==> src/rtl/demux_eight_reg.sv <==
// Registered 1-to-8 demultiplexer: steers one input word into one of eight
// single-entry channel holding registers, each with its own valid/ready handshake.
module demux_eight_reg #(
  parameter int WIDTH   = 8,
  parameter int COUNT_W = 16
) (
  input  logic               clk_i,
  input  logic               rst_i,
  input  logic [WIDTH-1:0]   bus_i,
  input  logic [2:0]         select_i,
  input  logic               valid_i,
  output logic               ready_o,
  output logic [WIDTH-1:0]   bus_a_o,
  output logic [WIDTH-1:0]   bus_b_o,
  output logic [WIDTH-1:0]   bus_c_o,
  output logic [WIDTH-1:0]   bus_d_o,
  output logic [WIDTH-1:0]   bus_e_o,
  output logic [WIDTH-1:0]   bus_f_o,
  output logic [WIDTH-1:0]   bus_g_o,
  output logic [WIDTH-1:0]   bus_h_o,
  output logic [7:0]         valid_o,
  input  logic [7:0]         ready_i,
  output logic [COUNT_W-1:0] count_o
);

  typedef enum logic {
    S_EMPTY = 1'b0,
    S_FULL  = 1'b1
  } ch_state_t;

  logic [WIDTH-1:0]   w_bus [8];
  logic [7:0]         w_valid;
  logic [7:0]         w_load;
  logic               w_accept;
  logic [COUNT_W-1:0] r_count;

  // A full channel still accepts when its consumer drains it on the same edge.
  assign ready_o  = ~w_valid[select_i] | ready_i[select_i];
  assign w_accept = valid_i & ready_o;
  assign w_load   = {8{w_accept}} & (8'b1 << select_i);

  for (genvar gi = 0; gi < 8; gi++) begin : g_ch
    ch_state_t        r_state;
    ch_state_t        w_state_next;
    logic [WIDTH-1:0] r_data;

    always_ff @(posedge clk_i or posedge rst_i) begin
      if (rst_i) begin
        r_state <= S_EMPTY;
        r_data  <= '0;
      end else begin
        r_state <= w_state_next;
        if (w_load[gi]) begin
          r_data <= bus_i;
        end
      end
    end

    always_comb begin
      w_state_next = r_state;
      if (r_state == S_EMPTY) begin
        if (w_load[gi]) begin
          w_state_next = S_FULL;
        end
      end else if (!w_load[gi] && ready_i[gi]) begin
        w_state_next = S_EMPTY;
      end
    end

    assign w_valid[gi] = (r_state == S_FULL);
    assign w_bus[gi]   = r_data;
  end

  always_ff @(posedge clk_i or posedge rst_i) begin
    if (rst_i) begin
      r_count <= '0;
    end else if (w_accept) begin
      r_count <= r_count + 1'b1;
    end
  end

  assign bus_a_o = w_bus[0];
  assign bus_b_o = w_bus[1];
  assign bus_c_o = w_bus[2];
  assign bus_d_o = w_bus[3];
  assign bus_e_o = w_bus[4];
  assign bus_f_o = w_bus[5];
  assign bus_g_o = w_bus[6];
  assign bus_h_o = w_bus[7];
  assign valid_o = w_valid;
  assign count_o = r_count;

endmodule

==> config.mk <==
export PLATFORM = sky130hd
export DESIGN_NAME = demux_eight_reg
export DESIGN_NICKNAME = d
export VERILOG_FILES = /design/src/rtl/demux_eight_reg.sv
export SDC_FILE = /design/constraint.sdc
export NUM_CORES = 1
export LEC_CHECK = 0
export ABC_AREA = 1
export CORE_ASPECT_RATIO = 0.7
export CORE_UTILIZATION = 48
export DETAILED_ROUTE_END_ITERATION = 10
export PLACE_DENSITY = 0.83
export SYNTH_ARGS = -nofsm -noshare
export SYNTH_HDL_FRONTEND = slang
export SYNTH_SLANG_ARGS = --single-unit
==> constraint.sdc <==
create_clock -name clk_i -period 3.55 [get_ports clk_i]
set_clock_uncertainty 0.05 [all_clocks]
set_input_delay 0.5325 -clock clk_i [delete_from_list [all_inputs] [get_ports clk_i]]
set_output_delay 0.5325 -clock clk_i [all_outputs]
set_load 0.01 [all_outputs]
* Word level (Yosys, flattened, before mapping)
Index checks and enable logic that the tools add are counted.
Widths: inputs -> output; s select.
** Cells by class
- Add/subtract/negate cells :: 1
- Magnitude comparators :: 1
- Shift-type cells :: 1
- Mux-type cells :: 28
- Bitwise operators :: 4
- Reductions and logical operators :: 16
** Operators with widths (number)
- $mux 1 :: 26
- $add 16x1->16 const B :: 1
- $and 8x8->8 :: 1
- $logic_and 1x1->1 :: 8
- $logic_not 1->1 :: 8
- $shl 1x3->8 const A :: 1
- $bmux 1 s3 :: 2
- $lt 3x4->1 const B :: 1
- $and 1x1->1 :: 1
- $not 1->1 :: 1
- $or 1x1->1 :: 1
** Storage, ports and cells
- Bits in registers :: 88
- Output and inout port bits :: 89
- Logic and storage cells :: 68

* Longest topological paths before layout
Gate-level depths: netlist (run 1).
- Depth in word-level cells :: 10
- Gate-level depth with buffers :: 12
- Mapped depth without buffers :: 11

* Worst setup path before layout (run 1)
Ideal clock, no wire load.
- Path kind :: in2out
- Start point :: in select_i[1]
- End point :: out ready_o
- Arrival time :: 1289 ps
- Path slack :: 1679 ps
- Cell stages on the path :: 7
- Buffers on the path :: 1
- Cell sequence :: buf_4 nand3_1 nand2_1 nor2_1 nand3_4 nand2_2 inv_1
** On the way
- Word-level cells in the longest chain between the ends :: 4
** RTL lines
- start: declaration :: line 10 : input logic [2:0] select_i,
- $bmux 1 s3 :: line 38 : assign ready_o = ~w_valid[select_i] | ready_i[select_i];
- $mux 1 (not written as such) :: line 38
- $not 1->1 :: line 38
- $or 1x1->1 * :: line 38
- end: declaration :: line 12 : output logic ready_o,
Mark *: on every way between the ends. The rest lies on a longest branch, timed or not. The select of a mux whose other input is x is not followed.

* Final worst setup path (run 1)
- Start point :: in select_i[0]
- End point :: out ready_o
The elaborated chain is that of the path after synthesis.

==> results of run 1 <==
==> worst max-delay path, delay by kind of cell <==
family,cells,cell delay [ns]
buffers and inverters,4,1.53
and+or+nand+nor,5,0.65
==> cells in the mapped netlist <==
master	number
nand2_4	1
nand2_2	2
nor2_4	2
ha_1	1
dfrtp_1	88
inv_1	27
buf_2	6
nand2_1	195
xor2_1	10
clkbuf_1	9
nor2_2	7
nand3_4	1
nor2_1	19
buf_4	9
buf_6	5
a21oi_1	1
nand4_1	9
nand3_1	79
nor3_1	2
xnor2_1	1
nand4_2	1
o21ai_0	17
==> report_power, final <==
| part | total [W] | switching [W] | internal (W) |
|---|---|---|---|
| clock | 0.000917 | 0.000416 | 0.000501 |
| sequential | 0.00139 | 0.000173 | 0.00121 |
| combinational | 0.000951 | 0.000453 | 0.000498 |
==> registers in the layout, indices dropped and copies added (netlist names) <==
name and cells:
bus_c_o 8, bus_b_o 8, bus_f_o 8, bus_e_o 8, bus_d_o 8, g_ch.r_state 8, bus_g_o 8, bus_a_o 8
bus_h_o 8, count_o 16
==> cell families after synthesis <==
kind of cell | Yosys count
buf+inv | 56
simple gates | 318
fa+ha+maj | 1
flops | 88
compound gates | 18
xor+xnor | 11
==> layer usage <==
metal | vias up | part of all wire [%] | routed length, um | GRT usage (%)
met5 | - | 0 | 0 | 0
met4 | 0 | 1.1 | 134 | 6.533
met3 | 19 | 10 | 1184 | 8.779
met2 | 193 | 44 | 5238 | 41.55
met1 | 1820 | 44 | 5225 | 39.71
li1 | 1753 | - | - | -
==> worst max-delay path by stage <==
stage / startpoint / to / depth (start not counted)
finish: select_i[0] / ready_o / 9
global route: select_i[0] / ready_o / 9
CTS: select_i[0] / ready_o / 9
detailed placement: select_i[0] / ready_o / 9
global placement: select_i[0] / ready_o / 9
floorplan: rst_i / bus_a_o[0]$_DFFE_PP0P_ / 1
==> final cells by class <==
cell class,count,area share [%]
clock buffer,10,4.397
timing repair buffer,114,20.81
tap,101,2.325
multi-input combinational,348,29.14
inverter,27,1.888
sequential,88,40.52
clock inverter,6,0.9208
==> cells in the final DEF, fill, tap and decap left out <==
| cell | synthesis | layout |
|---|---|---|
| a21oi_1 | 1 | 1 |
| buf_4 | 9 | 4 |
| clkbuf_16 | 0 | 9 |
| clkbuf_8 | 0 | 1 |
| clkdlybuf4s50_1 | 0 | 110 |
| clkinv_2 | 0 | 1 |
| clkinv_4 | 0 | 2 |
| clkinvlp_4 | 0 | 2 |
| dfrtp_1 | 88 | 88 |
| ha_1 | 1 | 1 |
| inv_1 | 27 | 26 |
| inv_6 | 0 | 2 |
| nand2_1 | 195 | 195 |
| nand2_2 | 2 | 2 |
| nand2_4 | 1 | 1 |
| nand3_1 | 79 | 79 |
| nand3_4 | 1 | 1 |
| nand4_1 | 9 | 9 |
| nand4_2 | 1 | 1 |
| nor2_1 | 19 | 19 |
| nor2_2 | 7 | 7 |
| nor2_4 | 2 | 2 |
| nor3_1 | 2 | 2 |
| o21ai_0 | 17 | 17 |
| xnor2_1 | 1 | 1 |
| xor2_1 | 10 | 10 |
==> through the flow <==
step                total power (W)  hold slack, ns  setup slack [ns]  util [%]  cells
floorplan                  0.001781          0.4217            0.6889         -    492
global placement           0.002302          0.4136            0.4340     64.01    678
detailed placement         0.002336          0.4169            0.2769     64.01    678
CTS                        0.003256          0.4340            0.2755     67.60    694
global route               0.003402          0.4507            0.1308     67.60    694
finish                     0.003254          0.4294            0.2505     67.60    694
==> results by group, run 1 <==
Final layout
  • FILL cells: 677
  • FF/Latch Area: 2202 um2
  • ANT cells: 0
  • Final Cell Area: 5435 um2
  • Fraction of layout instances using a drive strength above 1: 5.902%
  • Area of the multi-input gates: 1584 um2
  • Area grow syn2layout: 33.37%
  • Post-layout nets: 611

GRT
  • Global Route Usage Sum: 27.84%
  • Initial antenna violation count: 0
  • First-pass GRT wire length: 18660 um
  • Largest net degree at the start of global routing: 52
  • Vias in the first global route: 3556
  • Grt ovf: 0

Yosys
  • Largest family of logic cells by synthesized area: simple AND/OR/NAND/NOR gates
  • Post-synthesis simple-gate area fraction: 33.99%
  • Post-synth top area share: 54.04%
  • Syn Inst Count: 492
  • Post-synthesis compound-gate area fraction: 2.211%
  • Post-Synth XOR/XNOR Area: 2.364%
  • Post-synthesis mux area share: 0%
  • Cell taking the most area after synthesis: dfrtp_1
  • Syn Std Cell Area: 4075 um2
  • Yosys warns: 0
  • Cell variety after synth: 22
  • Sequential area share after synthesis: 54.04%
  • Adder-cell share of the synthesized area: 0.3070%
  • Mapped Nets: 515
  • Synth area leaders: dfrtp_1 (54%), nand2_1 (18%), nand3_1 (9.7%)
  • Post-synthesis sequential element count: 88
  • Syn_area_per_cell: 8.283 um2

Route
  • Antenna Nets Post-Route: 0
  • WL/cell: 16.98 um
  • DRC Markers: 8
  • Starting DRC count in detailed routing: 320
  • TritonRoute pass-1 iters: 8
  • Routed vias/inst: 5.454
  • Routed WL: 11780 um
  • Vias: 3785

Timing
  • Slew Viols, Final: 0
  • Endpoints failing setup: 0
  • Unrepaired setup endpoints after global routing: false
  • Rel. slew slack: 59.03%
  • Max Freq: 303.1 MHz
  • Worst slew pin tran: 0.6123 ns
  • Final Cycle Share: 92.94%
  • Final min period: 3.300 ns
  • TNS Setup: 0 ns
  • Final Hold Violating Endpoints: 0

Worst hold path
  • HP Class: reg2reg
  • Min-Delay Path Depth: 2
  • WHS Endpoint: bus_d_o[0]$_DFFE_PP0P_
  • Worst Hold Launch: bus_d_o[0]$_DFFE_PP0P_

Floorplanning
  • Initial Util: 50.68%
  • Die Footprint: 8868 um2
  • Die height: 79.09 um
  • Core area: 8040 um2
  • I/O pin cnt: 111
  • Chip Width: 112.1 um
  • Rows: 27

Setup path
  • Crit path launch type: input pin
  • CP endpoint kind: output port
  • Critical path, cell by cell: clkdlybuf4s50_1 > inv_1 > nand3_1 > nand2_1 > nor2_1 > nand3_4 > nand2_2 > inv_1 > clkdlybuf4s50_1
  • Reg2Reg Depth: 8
  • Slowest stage cell, crit path: clkdlybuf4s50_1
  • Critical path fanouts, max: 11
  • CP Class: in2out
  • Crit path DAT: 2.72 ns
  • Setup slack, reg-to-reg: 1.67 ns
  • R2r endpoint: count_o[14]$_DFFE_PP0P_
  • Reg-to-reg startpoint: count_o[0]$_DFFE_PP0P_
  • Critical Path RT: 2.97 ns
  • Critical path's largest stage delay: 0.75 ns

Clock tree
  • CTS sink count: 88
  • PostCTS Resize Cnt: 0
  • Number of setup buffers added after CTS: 0
  • # hold bufs at CTS: 0
  • Clock latency on the worst-skew pair: 0.34 ns
  • Worst-case clock buffer depth: 2
  • Clock Root Buffer: clkbuf_16
  • CTS Buf Count: 9
  • Clock transition at path regs: 0.06 ns
  • CTS tree: yes
  • Number of H-tree levels: 3

Placement
  • Routability congestion estimate: 0.8908
  • Detailed Place HPWL: 8167 um
  • Placed instance area: 5146 um2
  • PortBufs: 110

Run status
  • Violated checks: DRC
  • Outcome: finished, violations left

Power
  • Peak supply drop: 0.3119 mV
  • Cell Pwr Density: 598.6 nW/um2
  • Leakage: 2.661 nW

Job
  • Max-Cap Viols: 0
No activity file was read; power rests on OpenSTA's default activity.
==> inputs of run 2 (changes only) <==
--- a/config.mk
+++ b/config.mk
@@ -10,6 +10,7 @@
 export CORE_UTILIZATION = 48
 export DETAILED_ROUTE_END_ITERATION = 10
 export PLACE_DENSITY = 0.83
+export REMOVE_ABC_BUFFERS = 1
 export SYNTH_ARGS = -nofsm -noshare
 export SYNTH_HDL_FRONTEND = slang
 export SYNTH_SLANG_ARGS = --single-unit
==> constraint.sdc (replaced) <==
create_clock -name clk_i -period 3.55 [get_ports clk_i]
set_clock_uncertainty 0.05 [all_clocks]
set_input_delay 0.5325 -clock clk_i [delete_from_list [all_inputs] [get_ports clk_i]]
set_output_delay 0.5325 -clock clk_i [all_outputs]
set_load 0.02 [all_outputs]
==> run 2 against run 1 <==
Compared with the run above:
- the flow still finishes with violations (DRC)
- sequential power hardly changed
- clock-buffer cell count shrank 1
- register-to-register slack better by 0.07 ns
- global-route usage shrank 0.29 points
- critical path depth grew 1
- non-clock buffer count is 1 lower
- via count grew 1.3%
- cell area rose by 0.53%
- sequential cell count unchanged
- routed wire length is 0.76% lower
- largest cell class unchanged
- largest power group unchanged
- highest routed layer unchanged
==> results by group, run 2 (synthesis results as in run 1) <==
Final layout
  • ANT cells: 0 (unchanged)
  • Max reg flops: 16 (unchanged)
  • Most common cell after layout, fill and taps aside: nand2_1
  • FF/Latch Area: 2202 um2 (unchanged)
  • Area of the multi-input gates: 1584 um2 (unchanged)
  • Commonest cells after routing, fill and taps aside: nand2_1 (195), clkdlybuf4s50_1 (110), dfrtp_1 (88)
  • Post-layout nets: 610 (-0.16%)
  • FILL cells: 626 (-7.5%)
  • Final Util: 67.96% (+0.36 points)
  • Area grow syn2layout: 34.08%
  • Fraction of layout instances using a drive strength above 1: 5.743% (-0.16 points)
  • Fin cells: 693 (-0.14%)

Timing
  • Unrepaired setup endpoints after global routing: false
  • Max Freq: 298.4 MHz (-1.5%)
  • Final Hold Violating Endpoints: 0 (unchanged)
  • Rel. slew slack: 59.56% (+0.54 points)
  • Endpoints failing setup: 0 (unchanged)
  • Slew Viols, Final: 0 (unchanged)
  • TNS Setup: 0 ns (unchanged)
  • Final Cycle Share: 94.40% (+1.5 points)
  • Final min period: 3.351 ns (+0.05177 ns)
  • Worst slew pin tran: 0.6043 ns (-0.008029 ns)

Setup path
  • CP Class: in2out
  • Critical path fanouts, max: 11 (unchanged)
  • Critical Path RT: 2.97 ns (about the same)
  • Crit path DAT: 2.77 ns (+0.05 ns)
  • Crit path launch type: input pin
  • CP endpoint kind: output port

Worst hold path
  • HP Class: reg2reg

Floorplanning
  • Core area: 8040 um2 (unchanged)
  • Die height: 79.09 um (unchanged)
  • Chip Width: 112.1 um (unchanged)
  • Die Footprint: 8868 um2 (unchanged)
  • Rows: 27 (unchanged)
  • I/O pin cnt: 111 (unchanged)
  • Initial Util: 50.68% (unchanged)

GRT
  • Grt ovf: 0 (unchanged)
  • First-pass GRT wire length: 18740 um (+0.44%)
  • Initial antenna violation count: 0 (unchanged)
  • Global Route Usage Sum: 27.55% (-0.29 points)
  • Vias in the first global route: 3692 (+3.8%)
  • Largest net degree at the start of global routing: 88 (+69%)

Clock tree
  • PostCTS Resize Cnt: 0 (unchanged)
  • # hold bufs at CTS: 0 (unchanged)
  • Number of H-tree levels: 3 (unchanged)
  • CTS sink count: 88 (unchanged)
  • Worst-case clock buffer depth: 2 (unchanged)
  • CTS Buf Count: 9 (unchanged)
  • Clock transition at path regs: 0.07 ns (about the same)
  • CTS tree: yes
  • Clock latency on the worst-skew pair: 0.34 ns (about the same)
  • Clock Root Buffer: clkbuf_16
  • Number of setup buffers added after CTS: 0 (unchanged)

Route
  • DRC Markers: 9 (+1)
  • Routed WL: 11690 um (-0.76%)
  • Routed vias/inst: 5.535 (+1.5%)
  • Vias: 3836 (+1.3%)
  • TritonRoute pass-1 iters: 10 (+2)
  • Starting DRC count in detailed routing: 363 (+13%)
  • Antenna Nets Post-Route: 0 (unchanged)
  • WL/cell: 16.87 um (-0.62%)

Run status
  • Outcome: finished, violations left
  • Violated checks: DRC

Placement
  • DP Cell Count: 677 (-0.15%)
  • Detailed Place HPWL: 7943 um (-2.7%)
  • PortBufs: 110 (unchanged)
  • Routability congestion estimate: 1.003 (+13%)

Job
  • Max-Cap Viols: 0 (unchanged)

Power
  • Clock power share: 28.7% (+0.5 points)
  • Cell internal pwr: 0.002275 W (+2.9%)
  • Overall power: 0.003496 W (+7.5%)
  • Peak supply drop: 0.2988 mV (-4.2%)
  • Leakage: 2.673 nW (+0.45%)
  • Sw Share: 34.92% (+2.9 points)
  • Flop pwr share: 39.5% (-3.1 points)
  • Logic pwr share: 31.8% (+2.6 points)
  • Net Sw Power: 0.001221 W (+17%)
  • Cell Pwr Density: 639.8 nW/um2 (+6.9%)
## run 2: cell types whose count changed in the layout (fill, tap and decap cells not counted)
cell / before / now
inv_8: 0 / 3
buf_4: 4 / 2
clkinv_4: 2 / 0
buf_12: 0 / 1
bufinv_16: 0 / 1
clkbuf_8: 1 / 0
inv_6: 2 / 1
## run 2: worst max-delay path, cell delays in order
cell and delay [ns]:
clkdlybuf4s50_1 0.76, inv_1 0.21, nand2_1 0.12, nand2_1 0.07
nand2_1 0.06, nand2_1 0.10, nand3_4 0.13, nand2_2 0.10
inv_1 0.07, clkdlybuf4s50_1 0.62
## run 2: worst paths after layout
check	from	endpoint	slack, ns	depth (start not counted)
hold / removal	bus_e_o[2]$_DFFE_PP0P_	bus_e_o[2]$_DFFE_PP0P_	0.43	2
hold reg to reg	bus_e_o[2]$_DFFE_PP0P_	bus_e_o[2]$_DFFE_PP0P_	0.43	2
min in group asynchronous	rst_i	count_o[3]$_DFFE_PP0P_	0.46	2
max in group asynchronous	rst_i	bus_b_o[4]$_DFFE_PP0P_	2.20	3
setup reg to reg	count_o[0]$_DFFE_PP0P_	count_o[14]$_DFFE_PP0P_	1.74	8
setup / recovery	select_i[0]	ready_o	0.20	10
## run 2: cell type report
type	count	area share [%]
clock inverter	7	1.603
tap	101	2.313
clock buffer	9	4.122
sequential	88	40.30
inverter	27	1.878
timing repair buffer	113	20.79
multi-input combinational	348	28.99
## run 2: through the flow
step                area, um2  hold WS, ns  setup WS, ns
global placement         5151       0.4151        0.3743
CTS                      5464       0.4359        0.2279
floorplan                3887       0.5398        0.6889
finish                   5464       0.4345        0.1987
global route             5464       0.4619       0.07374
detailed placement       5151       0.4153        0.2344
## run 2: power by group through the flow
stage	Combinational, W	Sequential [W]	Clock [W]
floorplan	0.000285	0.00162	0
global placement	0.00108	0.00138	0
detailed placement	0.00111	0.00139	0
CTS	0.00112	0.00138	0.00101
global route	0.00119	0.00140	0.00105
finish	0.00111	0.00138	0.00100
## run 2: metal layers
metal  vias to the layer above  track usage [%]  wire, um
met5                         -                0         0
met4                         0            13.20       317
met3                        29            4.809      1149
met2                       233            41.37      5231
met1                      1816            39.10      4994
li1                       1758                -         -
